`src/rtl/sprite_palette_pkg.sv`:
```
// Shared types and reset contents for the sprite palette unit.
package sprite_palette_pkg;

    typedef enum logic [1:0] {
        IDLE,
        FADING,
        DARK
    } fade_state_t;

    localparam int DEFAULT_ENTRIES = 16;

    // Packed {R,G,B}, one nibble per component.
    localparam logic [11:0] DEFAULT_PALETTE [DEFAULT_ENTRIES] = '{
        12'hF92, 12'hFFF, 12'h621, 12'hFF0, 12'hF31, 12'hE97, 12'h555, 12'hFB1,
        12'h221, 12'hE64, 12'hF71, 12'hAAA, 12'hFED, 12'hFD0, 12'hFBB, 12'hA32
    };

endpackage

```
`src/rtl/palette_scale.sv`:
```
// Scales one colour component by a brightness level; full level is identity.
module palette_scale
    import sprite_palette_pkg::*;
#(
    parameter int COMP_W = 4
) (
    input  logic [COMP_W-1:0] comp_i,
    input  logic [COMP_W-1:0] level_i,
    output logic [COMP_W-1:0] scaled_o
);

    function automatic logic [COMP_W-1:0] scale(input logic [COMP_W-1:0] c,
                                                input logic [COMP_W-1:0] l);
        logic [2*COMP_W-1:0] prod;
        prod = (2*COMP_W)'(c) * ((2*COMP_W)'(l) + (2*COMP_W)'(1));
        return prod[2*COMP_W-1:COMP_W];
    endfunction

    assign scaled_o = scale(comp_i, level_i);

endmodule

```
`src/rtl/sprite_palette_unit.sv`:
```
// Banked colour palette with 2-cycle lookup pipeline and a frame-stepped fade-out.
module sprite_palette_unit
    import sprite_palette_pkg::*;
#(
    parameter int IDX_W      = 4,
    parameter int COMP_W     = 4,
    parameter int NUM_BANKS  = 2,
    parameter int TRANSP_IDX = 0
) (
    input  logic                         Clk,
    input  logic                         Reset_n,
    input  logic                         in_valid,
    input  logic [$clog2(NUM_BANKS)-1:0] in_bank,
    input  logic [IDX_W-1:0]             in_index,
    input  logic                         wr_en,
    input  logic [$clog2(NUM_BANKS)-1:0] wr_bank,
    input  logic [IDX_W-1:0]             wr_index,
    input  logic [3*COMP_W-1:0]          wr_data,
    input  logic                         fade_start,
    input  logic                         fade_restore,
    input  logic                         fade_tick,
    output logic                         out_valid,
    output logic [COMP_W-1:0]            red,
    output logic [COMP_W-1:0]            green,
    output logic [COMP_W-1:0]            blue,
    output logic                         out_transparent,
    output logic                         fade_busy,
    output logic [COMP_W-1:0]            brightness
);

    localparam int BANK_W  = $clog2(NUM_BANKS);
    localparam int DEPTH   = 2**IDX_W;
    localparam int ENTRY_W = 3*COMP_W;
    localparam logic [COMP_W-1:0] BRIGHT_MAX = '1;

    function automatic logic [ENTRY_W-1:0] default_entry(input int idx);
        logic [11:0] p;
        if (idx >= DEFAULT_ENTRIES) return '0;
        p = DEFAULT_PALETTE[idx];
        return {COMP_W'(p[11:8]), COMP_W'(p[7:4]), COMP_W'(p[3:0])};
    endfunction

    // Bank-select codes that name a real bank; covers non-power-of-two bank counts.
    function automatic logic [2**BANK_W-1:0] bank_ok_mask();
        logic [2**BANK_W-1:0] m;
        for (int b = 0; b < 2**BANK_W; b++) m[b] = (b < NUM_BANKS);
        return m;
    endfunction

    localparam logic [2**BANK_W-1:0] BANK_OK = bank_ok_mask();

    logic [ENTRY_W-1:0] pal_q [NUM_BANKS][DEPTH];

    always_ff @(posedge Clk or negedge Reset_n) begin
        if (!Reset_n) begin
            for (int b = 0; b < NUM_BANKS; b++)
                for (int i = 0; i < DEPTH; i++)
                    pal_q[b][i] <= default_entry(i);
        end else if (wr_en && BANK_OK[wr_bank]) begin
            pal_q[wr_bank][wr_index] <= wr_data;
        end
    end

    // Fade control
    fade_state_t         state_q, state_d;
    logic [COMP_W-1:0]   bright_q, bright_d;

    always_comb begin
        state_d  = state_q;
        bright_d = bright_q;
        if (fade_restore) begin
            state_d  = IDLE;
            bright_d = BRIGHT_MAX;
        end else begin
            case (state_q)
                IDLE:   if (fade_start) state_d = FADING;
                FADING: if (fade_tick) begin
                    if (bright_q != '0) bright_d = bright_q - COMP_W'(1);
                    if (bright_q <= COMP_W'(1)) state_d = DARK;
                end
                DARK:   ;
                default: state_d = IDLE;
            endcase
        end
    end

    always_ff @(posedge Clk or negedge Reset_n) begin
        if (!Reset_n) begin
            state_q  <= IDLE;
            bright_q <= BRIGHT_MAX;
        end else begin
            state_q  <= state_d;
            bright_q <= bright_d;
        end
    end

    // Stage 1: read the bank entry (pre-write value) and flag transparency
    logic               rd_ok;
    logic [ENTRY_W-1:0] rd_entry;
    logic               rd_transp;
    logic               vld_p1_q, transp_p1_q;
    logic [ENTRY_W-1:0] rgb_p1_q;

    assign rd_ok     = BANK_OK[in_bank];
    assign rd_entry  = rd_ok ? pal_q[in_bank][in_index] : '0;
    assign rd_transp = !rd_ok || (in_index == IDX_W'(TRANSP_IDX));

    always_ff @(posedge Clk or negedge Reset_n) begin
        if (!Reset_n) begin
            vld_p1_q    <= 1'b0;
            rgb_p1_q    <= '0;
            transp_p1_q <= 1'b0;
        end else begin
            vld_p1_q <= in_valid;
            if (in_valid) begin
                rgb_p1_q    <= rd_entry;
                transp_p1_q <= rd_transp;
            end
        end
    end

    // Stage 2: scale by the brightness held during this stage
    logic [COMP_W-1:0]  r_scaled, g_scaled, b_scaled;
    logic               vld_p2_q, transp_p2_q;
    logic [ENTRY_W-1:0] rgb_p2_q;

    palette_scale #(.COMP_W(COMP_W)) u_scale_r (
        .comp_i(rgb_p1_q[3*COMP_W-1:2*COMP_W]), .level_i(bright_q), .scaled_o(r_scaled));
    palette_scale #(.COMP_W(COMP_W)) u_scale_g (
        .comp_i(rgb_p1_q[2*COMP_W-1:COMP_W]),   .level_i(bright_q), .scaled_o(g_scaled));
    palette_scale #(.COMP_W(COMP_W)) u_scale_b (
        .comp_i(rgb_p1_q[COMP_W-1:0]),          .level_i(bright_q), .scaled_o(b_scaled));

    always_ff @(posedge Clk or negedge Reset_n) begin
        if (!Reset_n) begin
            vld_p2_q    <= 1'b0;
            rgb_p2_q    <= '0;
            transp_p2_q <= 1'b0;
        end else begin
            vld_p2_q <= vld_p1_q;
            if (vld_p1_q) begin
                rgb_p2_q    <= {r_scaled, g_scaled, b_scaled};
                transp_p2_q <= transp_p1_q;
            end
        end
    end

    assign out_valid       = vld_p2_q;
    assign red             = rgb_p2_q[3*COMP_W-1:2*COMP_W];
    assign green           = rgb_p2_q[2*COMP_W-1:COMP_W];
    assign blue            = rgb_p2_q[COMP_W-1:0];
    assign out_transparent = transp_p2_q;
    assign fade_busy       = (state_q == FADING);
    assign brightness      = bright_q;

endmodule

```
`config.mk`:
```
export PLATFORM = sky130hd
export DESIGN_NAME = sprite_palette_unit
export DESIGN_NICKNAME = d
export VERILOG_FILES = /design/src/rtl/sprite_palette_pkg.sv /design/src/rtl/palette_scale.sv /design/src/rtl/sprite_palette_unit.sv
export SDC_FILE = /design/constraint.sdc
export NUM_CORES = 1
export LEC_CHECK = 0
export ABC_AREA = 1
export CORE_MARGIN = 2
export CORE_UTILIZATION = 40
export DETAILED_ROUTE_END_ITERATION = 6
export REMOVE_ABC_BUFFERS = 1
export SYNTH_ARGS = -nofsm -noshare
export SYNTH_HDL_FRONTEND = slang
export SYNTH_SLANG_ARGS = --single-unit
```
`constraint.sdc`:
```
create_clock -name Clk -period 5.2 [get_ports Clk]
set_input_delay 1.04 -clock Clk [delete_from_list [all_inputs] [get_ports Clk]]
set_output_delay 1.04 -clock Clk [all_outputs]
set_load 0.05 [all_outputs]
```
==> metrics, run 1 <==
outcome=finished, final reports clean; Synth cell types=37; Min-Delay Path Class=reg -> reg; worst hold slack=0.473 ns; Mapped Cells=2653; Mean Syn Cell Area=7.88 sq um; global-route wire length before repair=93800 um; Avg Vias per Cell=5.18; Pre-antenna DRT Iters=7; crit path kind=reg -> reg; #FFs+latches synth=418; CTS Buf Count=47; Post-synth ARST share=1.00; fraction of final layout cells sized beyond drive strength 1=0.132; most used cell, CP=nand2_1; Filler cells=5226; H-Tree Depth=2; most frequent cells after synthesis=nand2_1, o21ai_0, dfstp_2; worst-path cell chain=clkinv_1, ha_1, nand2_1, inv_1, fa_1, inv_1, fa_1, inv_1, ha_1, nand2_1, o21ai_0, nand2_1, nand2_1, nand3_1, nand2_1; Worst Skew=0.0276 ns; largest net degree at the start of global routing=166; critical path peak fanout=12; I/O Pins=48; vias in the first global route=16900; Pwr Density=436 nW/um^2; starting density of the core=0.406; top-count cell post-synth=nand2_1; num rows=83; Fin. Hold Viols=0; crit end category=flip-flop; Setup WS post-layout=1.27 ns; Buf/Inv on CP=4; post-route cell area=23100 sq um; CP peak stage delay=0.64 ns; Initial DRC Count=1582; Reg2Reg Setup Slack=1.27 ns; grt met1 use=0.297; EDFF count, synth=0; post-route ant nets=0; GR Util met2=0.367; Setup Fix Bufs, Post-CTS=0; Setup TNS=0 ns; height of the die=233 um; remaining global-route overflow=0; die area=54100 sq um; WL/cell=17.6 um; fin util=0.449; core area=51500 sq um; most used flip-flop cell after synthesis=dfstp_2; Cell Area, Placed=21600 sq um; WP data arrival=4.44 ns; Root Driver=clkbuf_16; Worst path top cell family by delay=adder cells; top cell type's share of synthesized area=0.294; die width=233 um; busiest grt layer=met2; Skew-Pair Late Insertion Delay=0.60 ns; CP Launch Type=flip-flop; number of synthesis warnings=0; sequential share of the synthesized area=0.514; setup violators final=0; max_slew headroom=0.176; leakage power=10.5 nW; Max Freq=0.255 GHz; Tmin final=3.93 ns; ant diodes=0; period utilization=0.755; clk sinks=418; post-place setup slack=1.32 ns; TritonCTS clock tree=done; Total GRT Usage=0.220; Synth area leader=dfstp_2; Clock Path Buffers=3; Port Buffer Count=47; main area contributors after synthesis=dfstp_2, dfrtp_1, nand2_1; Layout area overhead=10.5%; met3 Use GR=0.0320; Slew @ Worst Pin=1.23 ns; critical path required time=5.71 ns; RSZ-0062 raised after global routing=no; Finished Layout Cells=3311; Max-Cap Viols=0; Routed WL=58100 um; Power, Total=10.1 mW; Post-CTS Resized=0; clock slew at reported path FFs=0.06 ns; Slowest-stage cell, CP=dfstp_2; placed insts=3224; hpwl dp=34900 um; Worst VDD drop=0.249 mV; hold_buf cts=0; Placer Congestion=0.822; final net count=2668; via count=17200; final max-slew violation count=0; initial antenna violation count=0; synthesized cell area=20900 sq um; # DRC=0
[sequential cells by signal, indices dropped and copies added, names as in the netlist]
name,count
brightness,4
out_transparent,1
out_valid,1
pal_q,384
rgb_p1_q,12
rgb_p2_q,12
state_q,2
transp_p1_q,1
vld_p1_q,1
[cells by family (layout without fill, tap and decap cells)]
kind of cell / Yosys count / count (layout) / synth area share
xor gates and xnor gates: 10 / 10 / 0.00419
and+or+nand+nor: 1334 / 1334 / 0.253
adders and majority gates: 46 / 46 / 0.0329
DFF: 418 / 418 / 0.514
AOI/OAI and AO/OA: 507 / 507 / 0.126
buffers and inverters: 338 / 316 / 0.0699
[routing by layer]
layer,routed length [um],part of all wire
met1,26400,0.45
met2,27300,0.47
met3,2800,0.048
met4,1590,0.027
met5,0,0
[layout make-up]
type	instances	area, sq um	area share
clock inverter	14	141	0.00612
tap	680	851	0.0368
timing repair buffer	71	697	0.0302
multi-input combinational	1897	8700	0.376
clock buffer	73	1380	0.0595
sequential	418	10800	0.465
inverter	158	596	0.0258
[path summary, 6_finish.rpt]
check	to	start	depth (start not counted)
worst max-delay path	rgb_p2_q[2]$_DFFE_PN0P_	brightness[0]$_DFFE_PN1P_	15
worst min-delay path	pal_q[74]$_DFFE_PN1P_	pal_q[74]$_DFFE_PN1P_	2
worst max register to register	rgb_p2_q[2]$_DFFE_PN0P_	brightness[0]$_DFFE_PN1P_	15
worst min register to register	pal_q[74]$_DFFE_PN1P_	pal_q[74]$_DFFE_PN1P_	2
max in group asynchronous	pal_q[91]$_DFFE_PN0P_	Reset_n	2
min in group asynchronous	pal_q[289]$_DFFE_PN0P_	Reset_n	1
[report_power, final]
group	switching [mW]	internal, mW	total [mW]
clock	1.37	1.92	3.29
sequential	0.350	4.13	4.48
combinational	1.46	0.838	2.30
total	3.19	6.88	10.1
[worst min-delay path: cells and delay by family (launching register included)]
kind / cells / cell delay [ns]
simple gates: 1 / 0.05
flops: 1 / 0.36
compound gates: 1 / 0.05
[placed cells by master (no fill, tap or decap), types with 2 or more instances in the layout]
master,instances
a21oi_1,55
xor2_1,3
dfrtp_1,184
inv_2,2
a21boi_1,9
clkdlybuf4s50_1,43
o21bai_1,3
nor2_1,112
dfstp_2,234
o21ai_0,407
buf_4,20
o211ai_1,19
o21ai_1,5
nand4_1,11
buf_12,4
nor2_4,2
or2_2,5
bufinv_16,2
nor3_1,12
clkinv_2,8
buf_2,2
nand3_1,147
nand2_2,2
clkinv_1,3
xnor2_1,7
clkbuf_1,17
a21boi_0,8
nand2_1,1037
ha_1,31
clkbuf_8,8
clkbuf_16,48
or2_1,2
inv_1,152
fa_1,15
No activity file was read; power rests on OpenSTA's default activity.
==> inputs of run 2 (changes only) <==
==> constraint.sdc (replaced) <==
create_clock -name Clk -period 4.07 [get_ports Clk]
set_input_delay 0.814 -clock Clk [delete_from_list [all_inputs] [get_ports Clk]]
set_output_delay 0.814 -clock Clk [all_outputs]
set_load 0.05 [all_outputs]
==> run 2 against run 1 <==
Clock skew down 0.017 ns. Global-route usage is 0.090 points lower. Critical path depth unchanged. Flip-flop and latch count did not move. Worst setup slack lost 0.91 ns. Maximum frequency grew 5.9%. Combinational power increased by 30%.
==> metrics, run 2 (same netlist as run 1, synthesis figures left out) <==
fraction of final layout cells sized beyond drive strength 1=0.142 (+0.0108); ant diodes=0 (unchanged); CP Launch Type=flip-flop; setup violators final=0 (unchanged); Multi-input gate area=8710 sq um (about the same); outcome=finished, final reports clean; Setup TNS=0 ns (unchanged); Min-Delay Path Class=in -> async; # DRC=0 (unchanged); top flop regs=pal_q (384), rgb_p1_q (12), rgb_p2_q (12); final net count=2694 (+0.97%); final max-slew violation count=0 (unchanged); Routed WL=57900 um (-0.36%); via count=17200 (-0.012%); Worst Skew=0.0110 ns (-0.0167 ns); Pwr Density=556 nW/um^2 (+28%); height of the die=233 um (unchanged); Worst VDD drop=0.361 mV (+45%); Max-Cap Viols=0 (unchanged); critical path peak fanout=9 (-3); crit path kind=reg -> reg; WL/cell=17.4 um (-1.1%); die width=233 um (unchanged); Fin. Hold Viols=0 (unchanged); Total GRT Usage=0.219 (-0.000896); Power, Total=13.0 mW (+29%); Root Driver=clkbuf_16; post-route cell area=23400 sq um (+1.4%); Placer Congestion=0.813 (-1.0%); Biggest register=pal_q; die area=54100 sq um (unchanged); Buf/Inv on CP=5 (+1); CTS Buf Count=47 (unchanged); Skew-Pair Late Insertion Delay=0.58 ns (-0.02 ns); core area=51500 sq um (unchanged); Slew @ Worst Pin=1.15 ns (-0.0799 ns); most common cell after layout, fill and taps aside=nand2_1; Register Area=10800 sq um (unchanged); crit end category=flip-flop; Layout area overhead=12.1%; clk sinks=418 (unchanged); post-route ant nets=0 (unchanged); Tmin final=3.71 ns (-0.218 ns); max reg flops=384 (unchanged); leakage power=10.7 nW (+1.8%); starting density of the core=0.406 (unchanged); I/O Pins=48 (unchanged); clock slew at reported path FFs=0.06 ns (about the same); placed insts=3250 (+0.81%); max_slew headroom=0.229 (+0.0534); Worst path top cell family by delay=adder cells; Filler cells=5168 (-1.1%); Finished Layout Cells=3337 (+0.79%); CP peak stage delay=0.64 ns (about the same); RSZ-0062 raised after global routing=no; Clock Path Buffers=3 (unchanged); Initial DRC Count=1515 (-4.2%); largest net degree at the start of global routing=124 (-25%); global-route wire length before repair=93800 um (about the same); period utilization=0.911 (+0.156); WP data arrival=4.16 ns (-0.28 ns); initial antenna violation count=0 (unchanged); Slowest-stage cell, CP=dfstp_2; Max Freq=0.270 GHz (+5.9%); Setup Fix Bufs, Post-CTS=0 (unchanged); leading cell types in the layout, fill and taps excluded=nand2_1, o21ai_0, dfstp_2; most used cell, CP=nand2_1; num rows=83 (unchanged); post-place setup slack=0.299 ns (-1.02 ns); Cell Area, Placed=21800 sq um (+1.1%); Pre-antenna DRT Iters=5 (-2); vias in the first global route=16700 (-0.84%); Port Buffer Count=47 (unchanged); H-Tree Depth=2 (unchanged); critical path required time=4.52 ns (-1.19 ns); Avg Vias per Cell=5.14 (-0.79%); hpwl dp=36000 um (+3.2%); remaining global-route overflow=0 (unchanged); TritonCTS clock tree=done; Setup WS post-layout=0.363 ns (-0.912 ns); worst-path cell chain=clkinv_1, ha_1, buf_4, nand2_1, inv_1, fa_1, inv_1, fa_1, inv_1, ha_1, nand2_1, o21ai_0, nand2_1, nand2_1, o21ai_0
run 2: final cells by class:
class	instances	share of cell area
Clock inverter	13	0.00598
Sequential cell	418	0.459
Multi-Input combinational cell	1897	0.372
Clock buffer	74	0.0619
Tap cell	680	0.0363
Timing Repair Buffer	97	0.0402
Inverter	158	0.0254
run 2: metrics by stage:
step | hold slack, ns | util
finish | 0.266 | 0.455
global route | 0.303 | 0.455
CTS | 0.268 | 0.455
detailed placement | 0.465 | 0.424
global placement | 0.457 | 0.424
floorplan | 0.445 | -
run 2: worst paths after layout:
path,depth (start not counted),slack [ns],startpoint,to
setup / recovery,15,0.36,brightness[0]$_DFFE_PN1P_,rgb_p2_q[1]$_DFFE_PN0P_
max in group asynchronous,3,2.76,Reset_n,rgb_p2_q[10]$_DFFE_PN0P_
setup reg to reg,15,0.36,brightness[0]$_DFFE_PN1P_,rgb_p2_q[1]$_DFFE_PN0P_
hold / removal,1,0.27,Reset_n,pal_q[337]$_DFFE_PN0P_
hold reg to reg,2,0.47,rgb_p2_q[3]$_DFFE_PN0P_,rgb_p2_q[3]$_DFFE_PN0P_
min in group Clk,2,0.47,rgb_p2_q[3]$_DFFE_PN0P_,rgb_p2_q[3]$_DFFE_PN0P_
run 2: where the power goes:
part / internal, mW / leakage [nW] / switching (mW) / total (mW)
sequential: 5.27 / 4.82 / 0.445 / 5.72
combinational: 1.10 / 5.07 / 1.87 / 2.98
clock: 2.63 / 0.793 / 1.71 / 4.33
run 2: what timing repair did:
action,4_1_cts,5_1_grt
setup endpoints to repair,0,1
gates resized for setup,0,1
hold buffers,0,0
run 2: per-layer routing:
layer,part of all wire,GRT usage
met2,0.47,0.367
met5,0,0
met4,0.026,0.0675
met3,0.049,0.0278
met1,0.45,0.296
